`config.mk`:
```
export PLATFORM = sky130hd
export DESIGN_NAME = instr_fetch_ctrl
export DESIGN_NICKNAME = d
export VERILOG_FILES = /design/src/rtl/instr_fetch_ctrl.sv
export SDC_FILE = /design/constraint.sdc
export NUM_CORES = 1
export LEC_CHECK = 0
export CORE_ASPECT_RATIO = 0.9
export CORE_MARGIN = 5
export CORE_UTILIZATION = 35
export DETAILED_ROUTE_END_ITERATION = 10
export GPL_ROUTABILITY_DRIVEN = 0
export GPL_TIMING_DRIVEN = 1
export SLEW_MARGIN = 0
export SYNTH_ARGS = -nofsm -noshare
export SYNTH_HDL_FRONTEND = slang
export SYNTH_SLANG_ARGS = --single-unit
```
`constraint.sdc`:
```
create_clock -name clk -period 10.1 [get_ports clk]
set_input_delay 2.02 -clock clk [delete_from_list [all_inputs] [get_ports clk]]
set_output_delay 2.02 -clock clk [all_outputs]
set_load 0.05 [all_outputs]
```
`src/rtl/instr_fetch_ctrl.sv`:
```
// Fetch-stage controller: sequences a combinational word ROM, buffers {pc, instr} pairs in a
// small prefetch FIFO and presents them to decode over valid/ready, with redirect flush.
module instr_fetch_ctrl #(
  parameter int unsigned ADDRESS_WIDTH = 32,
  parameter int unsigned DATA_WIDTH    = 32,
  parameter int unsigned MEM_SIZE      = 512,
  parameter int unsigned FIFO_DEPTH    = 4,
  parameter int unsigned RESET_PC      = 0
) (
  input  logic                           clk,
  input  logic                           rst,
  input  logic                           fetch_en,
  output logic [ADDRESS_WIDTH-1:0]       imem_addr,
  input  logic [DATA_WIDTH-1:0]          imem_data,
  input  logic                           redirect_valid,
  input  logic [ADDRESS_WIDTH-1:0]       redirect_pc,
  output logic                           out_valid,
  input  logic                           out_ready,
  output logic [DATA_WIDTH-1:0]          out_instr,
  output logic [ADDRESS_WIDTH-1:0]       out_pc,
  output logic [$clog2(FIFO_DEPTH):0]    fifo_count,
  output logic                           at_end,
  output logic                           misalign_err
);

  localparam int unsigned AW = ADDRESS_WIDTH;
  localparam int unsigned DW = DATA_WIDTH;
  localparam int unsigned PW = $clog2(FIFO_DEPTH);
  localparam int unsigned CW = PW + 1;
  localparam logic [AW-1:0] LAST_PC  = AW'(4 * MEM_SIZE - 4);
  localparam logic [AW-1:0] START_PC = AW'(RESET_PC);
  localparam logic [CW-1:0] FULL_CNT = CW'(FIFO_DEPTH);

  typedef enum logic [1:0] {
    IDLE = 2'd0,
    RUN  = 2'd1,
    END  = 2'd2
  } state_t;

  typedef struct packed {
    logic [AW-1:0] pc;
    logic [DW-1:0] instr;
  } entry_t;

  state_t        state;
  state_t        state_next;
  logic [AW-1:0] fetch_pc;
  logic [PW-1:0] rd_ptr;
  logic [PW-1:0] wr_ptr;
  logic [CW-1:0] count;
  entry_t        fifo_mem [FIFO_DEPTH];

  logic          pop;
  logic          push;
  logic          full;
  logic [AW-1:0] redirect_target;
  logic          redirect_oor;

  assign redirect_target = {redirect_pc[AW-1:2], 2'b00};
  assign redirect_oor    = (redirect_target > LAST_PC);

  // Handshake, push qualification and next-state; redirect overrides every other transition.
  always_comb begin
    state_next = state;
    full       = (count == FULL_CNT);
    pop        = (count != '0) && out_ready;
    push       = (state == RUN) && fetch_en && !redirect_valid && (!full || pop);

    case (state)
      IDLE: begin
        if (fetch_en) state_next = RUN;
      end
      RUN: begin
        if (!fetch_en)                      state_next = IDLE;
        else if (push && fetch_pc == LAST_PC) state_next = END;
      end
      END: begin
        state_next = END;
      end
      default: state_next = IDLE;
    endcase

    if (redirect_valid) begin
      if (redirect_oor)  state_next = END;
      else if (fetch_en) state_next = RUN;
      else               state_next = IDLE;
    end
  end

  always_ff @(posedge clk) begin
    if (rst) begin
      state        <= IDLE;
      fetch_pc     <= START_PC;
      rd_ptr       <= '0;
      wr_ptr       <= '0;
      count        <= '0;
      misalign_err <= 1'b0;
    end else begin
      state        <= state_next;
      misalign_err <= redirect_valid && (redirect_pc[1:0] != 2'b00);
      if (redirect_valid) begin
        rd_ptr <= '0;
        wr_ptr <= '0;
        count  <= '0;
        // An out-of-range target parks the PC where it was; nothing is fetched from there.
        if (!redirect_oor) fetch_pc <= redirect_target;
      end else begin
        if (push) begin
          wr_ptr <= wr_ptr + PW'(1);
          if (fetch_pc != LAST_PC) fetch_pc <= fetch_pc + AW'(4);
        end
        if (pop) rd_ptr <= rd_ptr + PW'(1);
        count <= count + CW'(push) - CW'(pop);
      end
    end
  end

  // Storage is not reset; pointers and count define which entries are live.
  always_ff @(posedge clk) begin
    if (!rst && push) fifo_mem[wr_ptr] <= '{pc: fetch_pc, instr: imem_data};
  end

  assign imem_addr  = fetch_pc;
  assign out_valid  = (count != '0);
  assign out_instr  = fifo_mem[rd_ptr].instr;
  assign out_pc     = fifo_mem[rd_ptr].pc;
  assign fifo_count = count;
  assign at_end     = (state == END);

endmodule

```
==> metrics <==
Leakage 4.668 nW; Cell Chain, Critical Path buf_4 > mux4_2 > clkdlybuf4s50_1; area inside the core boundary 32,710 um2; internal power consumption 1.920 mW; number of global-route vias before repair 6,786; Die Width 201.4 um; Post-CTS Setup Inserts 0; nature of the critical path startpoint flip-flop; delay of the slowest cell on the worst path roughly 0.8 ns; number of nets in the layout between 900 and 1,000; Antenna diodes 0; Combinational Power Share under 10%; ratio of cells with drive above 1 in the final layout around 15%; smallest setup slack after layout 4.712 ns; starting density of the core around a third; count of cell types in the netlist 63; status completed; Tot GR Track Use 14.32%; number of maximum-capacitance constraint violations 0; power per unit of standard cell area approximately 170 nW/um2; Cell Rows 63; global route overflow 0; final setup fails 0; Highest Clock Rate 185.6 MHz; Hold Worst Slack approximately 0.54 ns; Clk Tree Root Cell sky130_fd_sc_hd__clkbuf_16; Clock Tree Buf Depth 3; number of DRC violations after detailed routing 0; number of antenna violations at the first check in global routing 0; synthesized area between 10,000 and 15,000 um2; crit path max-delay cell type sky130_fd_sc_hd__dfxtp_4; number of synthesized flops with an enable pin approximately 250; worst slack after detailed placement 4.742 ns; die area about 37,000 um2; CP Data Required Time 8.08 ns; number of standard cells in the final layout excluding fillers between 1,000 and 1,500; final sum of negative setup slack 0 ns; number of flip-flops and latches in the synthesized netlist 290; largest fanout of any net on the critical path 33; area added between synthesis and finish 25.85%; Power, Total 2.407 mW; Final Cycle Share 53.35%; H-tree lvl count 1; CTS resizes 0; mean cell area of the mapped netlist 17.45 um2; count of warnings emitted by yosys 0; average wire length per cell after detail routing 21.41 um; number of buffers created by CTS 30; reg2reg setup slack 7.08 ns; Seq/Total Area, Yosys 71.84%; placed cells 1,218; clock edge transition at the registers on the reported setup and hold paths 0.06 ns; die height ~180 um; top-level port count 171; Routed Wire Length 27,210 um; Worst EP arrival 3.37 ns; largest voltage drop on the vdd net a little over 0.1 mV; sequential group share of total power 53.8%; clock tree from TritonCTS done; fraction of power spent switching nets 20.21%; # clock sinks 290; clock network fraction of total power 43.1%; Worst setup EP type output port; half-perimeter wire length of the detailed placement result 16,340 um; post-synthesis cell count 661; Hold-fix buffers, CTS 0; RSZ-0062 raised after global routing no; Vias per Instance 5.245; global-route wire length before repair 41,210 um; number of nets with antenna violations after detailed routing 0; Slew Limit Fails 0; clock latency at the later pin of the worst-skew pair 0.55 ns; maximum number of pins on one net before global-route repair 63; net switching power figure 0.4865 mW; worst slew margin relative to its limit 28.78%; class of the most critical setup path flip-flop to output port; number of filler instances in the final layout 2,878; iteration-0 DRC count of the detailed router 479; Synth Flop Type sky130_fd_sc_hd__edfxtp_1; Synth async-reset ratio 0%; post-route core utilization 44.38%; final hold violations 0; Post-Place Cell Area 13,590 um2; worst slew pin tran 1.067 ns; Layout Cell Area excl Fill 14,520 um2; post-route clock skew around 0.011 ns; final critical-path required period 5.388 ns; First-pass DRT Iterations 5; worst min path class flip-flop to flip-flop; vias after detailed routing about 6,700; buffers added on ports 166
[cell usage in the layout, fill, tap and decap left out, types with 3 or more instances in the layout]
cell                              synthesis  layout
sky130_fd_sc_hd__mux4_2                  62      62
sky130_fd_sc_hd__o21ai_0                 24      24
sky130_fd_sc_hd__edfxtp_1               248     248
sky130_fd_sc_hd__conb_1                   1       4
sky130_fd_sc_hd__and3_4                   0       4
sky130_fd_sc_hd__o21a_1                   6       6
sky130_fd_sc_hd__nor4b_1                  3       3
sky130_fd_sc_hd__a21oi_1                 26      26
sky130_fd_sc_hd__o31ai_1                  4       4
sky130_fd_sc_hd__nor4_1                   8       8
sky130_fd_sc_hd__nor2_1                  28      28
sky130_fd_sc_hd__clkdlybuf4s50_1          0     166
sky130_fd_sc_hd__ha_1                     7       7
sky130_fd_sc_hd__clkinv_1                 1       7
sky130_fd_sc_hd__and3_1                  10       6
sky130_fd_sc_hd__nor3_1                  19      19
sky130_fd_sc_hd__a32o_1                   4       4
sky130_fd_sc_hd__nor2b_1                  4       4
sky130_fd_sc_hd__or3_1                    4       4
sky130_fd_sc_hd__and2_1                   4       4
sky130_fd_sc_hd__nand3_1                 16      16
sky130_fd_sc_hd__clkinv_2                 0       7
sky130_fd_sc_hd__clkbuf_1                18       4
sky130_fd_sc_hd__dfxtp_1                 42      40
sky130_fd_sc_hd__nand4_1                  7       7
sky130_fd_sc_hd__inv_1                    9       9
sky130_fd_sc_hd__o21ai_1                  3       3
sky130_fd_sc_hd__clkbuf_16                0      30
sky130_fd_sc_hd__xnor2_1                  4       4
sky130_fd_sc_hd__a31oi_1                  7       7
sky130_fd_sc_hd__buf_4                    7       3
sky130_fd_sc_hd__mux2i_1                  3       3
sky130_fd_sc_hd__nand2_1                 31      31
[critical path: cells and delay by family (launching register included)]
| kind | cells | cell delay, ns |
|---|---|---|
| mux | 1 | 0.62 |
| flops | 1 | 0.78 |
| buf+inv | 2 | 1.40 |
[logic make-up (layout without fill, tap and decap cells)]
family / count (synthesis) / in the layout / share of synthesized area [%]
flops: 290 / 290 / 71.84
simple gates: 149 / 149 / 7.104
compound gates: 95 / 95 / 5.250
mux: 66 / 66 / 12.46
buf+inv: 47 / 232 / 1.996
fa+ha+maj: 8 / 8 / 0.9327
xor+xnor: 5 / 5 / 0.3796
other cells: 1 / 4 / 0.03251
[sequential cells by signal (all words and copies together) (netlist names), named ones only]
name / flops
misalign_err: 1
fifo_mem: 248
rd_ptr: 2
imem_addr: 30
wr_ptr: 2
state: 2
fifo_count: 3
[worst paths after layout]
kind / start / end / cells after the start
setup / recovery: flip-flop / out_pc[19] / 3
hold reg to reg: rd_ptr[1] / flip-flop / 2
setup reg to reg: imem_addr[2] / imem_addr[12] / 7
hold / removal: rd_ptr[1] / flip-flop / 2
[per-layer routing]
layer	GRT usage [%]	routed length [um]	vias to the layer above
met5	0	0	-
met4	3.034	478	0
met3	3.643	1928	36
met2	22.39	12590	253
met1	20.49	12210	3375
li1	-	-	3003
[cell type report]
type / count / area (um2) / share of cell area [%]
flip-flops and latches: 290 / 8295 / 57.14
multi-input cells: 327 / 3049 / 21.00
repair buffers: 169 / 1684 / 11.60
clock buffers: 34 / 765.7 / 5.274
well taps: 422 / 528.0 / 3.637
clock inverters: 19 / 157.7 / 1.086
inverters: 10 / 37.54 / 0.2586
[cells in the mapped netlist (all sizes together) (2+ instances only)]
library cell  count  share of area [%]
edfxtp          248                 65
mux4             62                 12
dfxtp            42                7.3
nand2            31                1.0
nor2             29               0.97
o21ai            28                1.2
a21oi            26                1.1
buf              19                1.1
nor3             19               0.82
clkbuf           18               0.59
nand3            17               0.85
and3             11               0.61
nor4             10               0.80
inv               9               0.29
a31oi             7               0.38
ha                7               0.76
nand4             7               0.38
o21a              7               0.47
a32o              4               0.35
and2              4               0.22
and4              4               0.35
nor2b             4               0.22
o31ai             4               0.26
or3               4               0.22
xnor2             4               0.30
mux2i             3               0.26
nor4b             3               0.23
or4               3               0.23
a22o              2               0.15
nand2b            2               0.13
o211a             2               0.17
o211ai            2               0.13
o41ai             2               0.15
[power by group through the flow]
| stage | Clock, mW | Combinational, mW | Sequential (mW) |
|---|---|---|---|
| 6_report | 1.04 | 0.0753 | 1.29 |
| 4_1_cts | 1.07 | 0.0760 | 1.29 |
| 3_3_place_gp | 0 | 0.0748 | 1.32 |
| 2_1_floorplan | 0 | 0.0291 | 1.32 |
| 3_5_place_dp | 0 | 0.0756 | 1.32 |
| 5_1_grt | 1.12 | 0.0805 | 1.29 |
No activity file was read; power rests on OpenSTA's default activity.
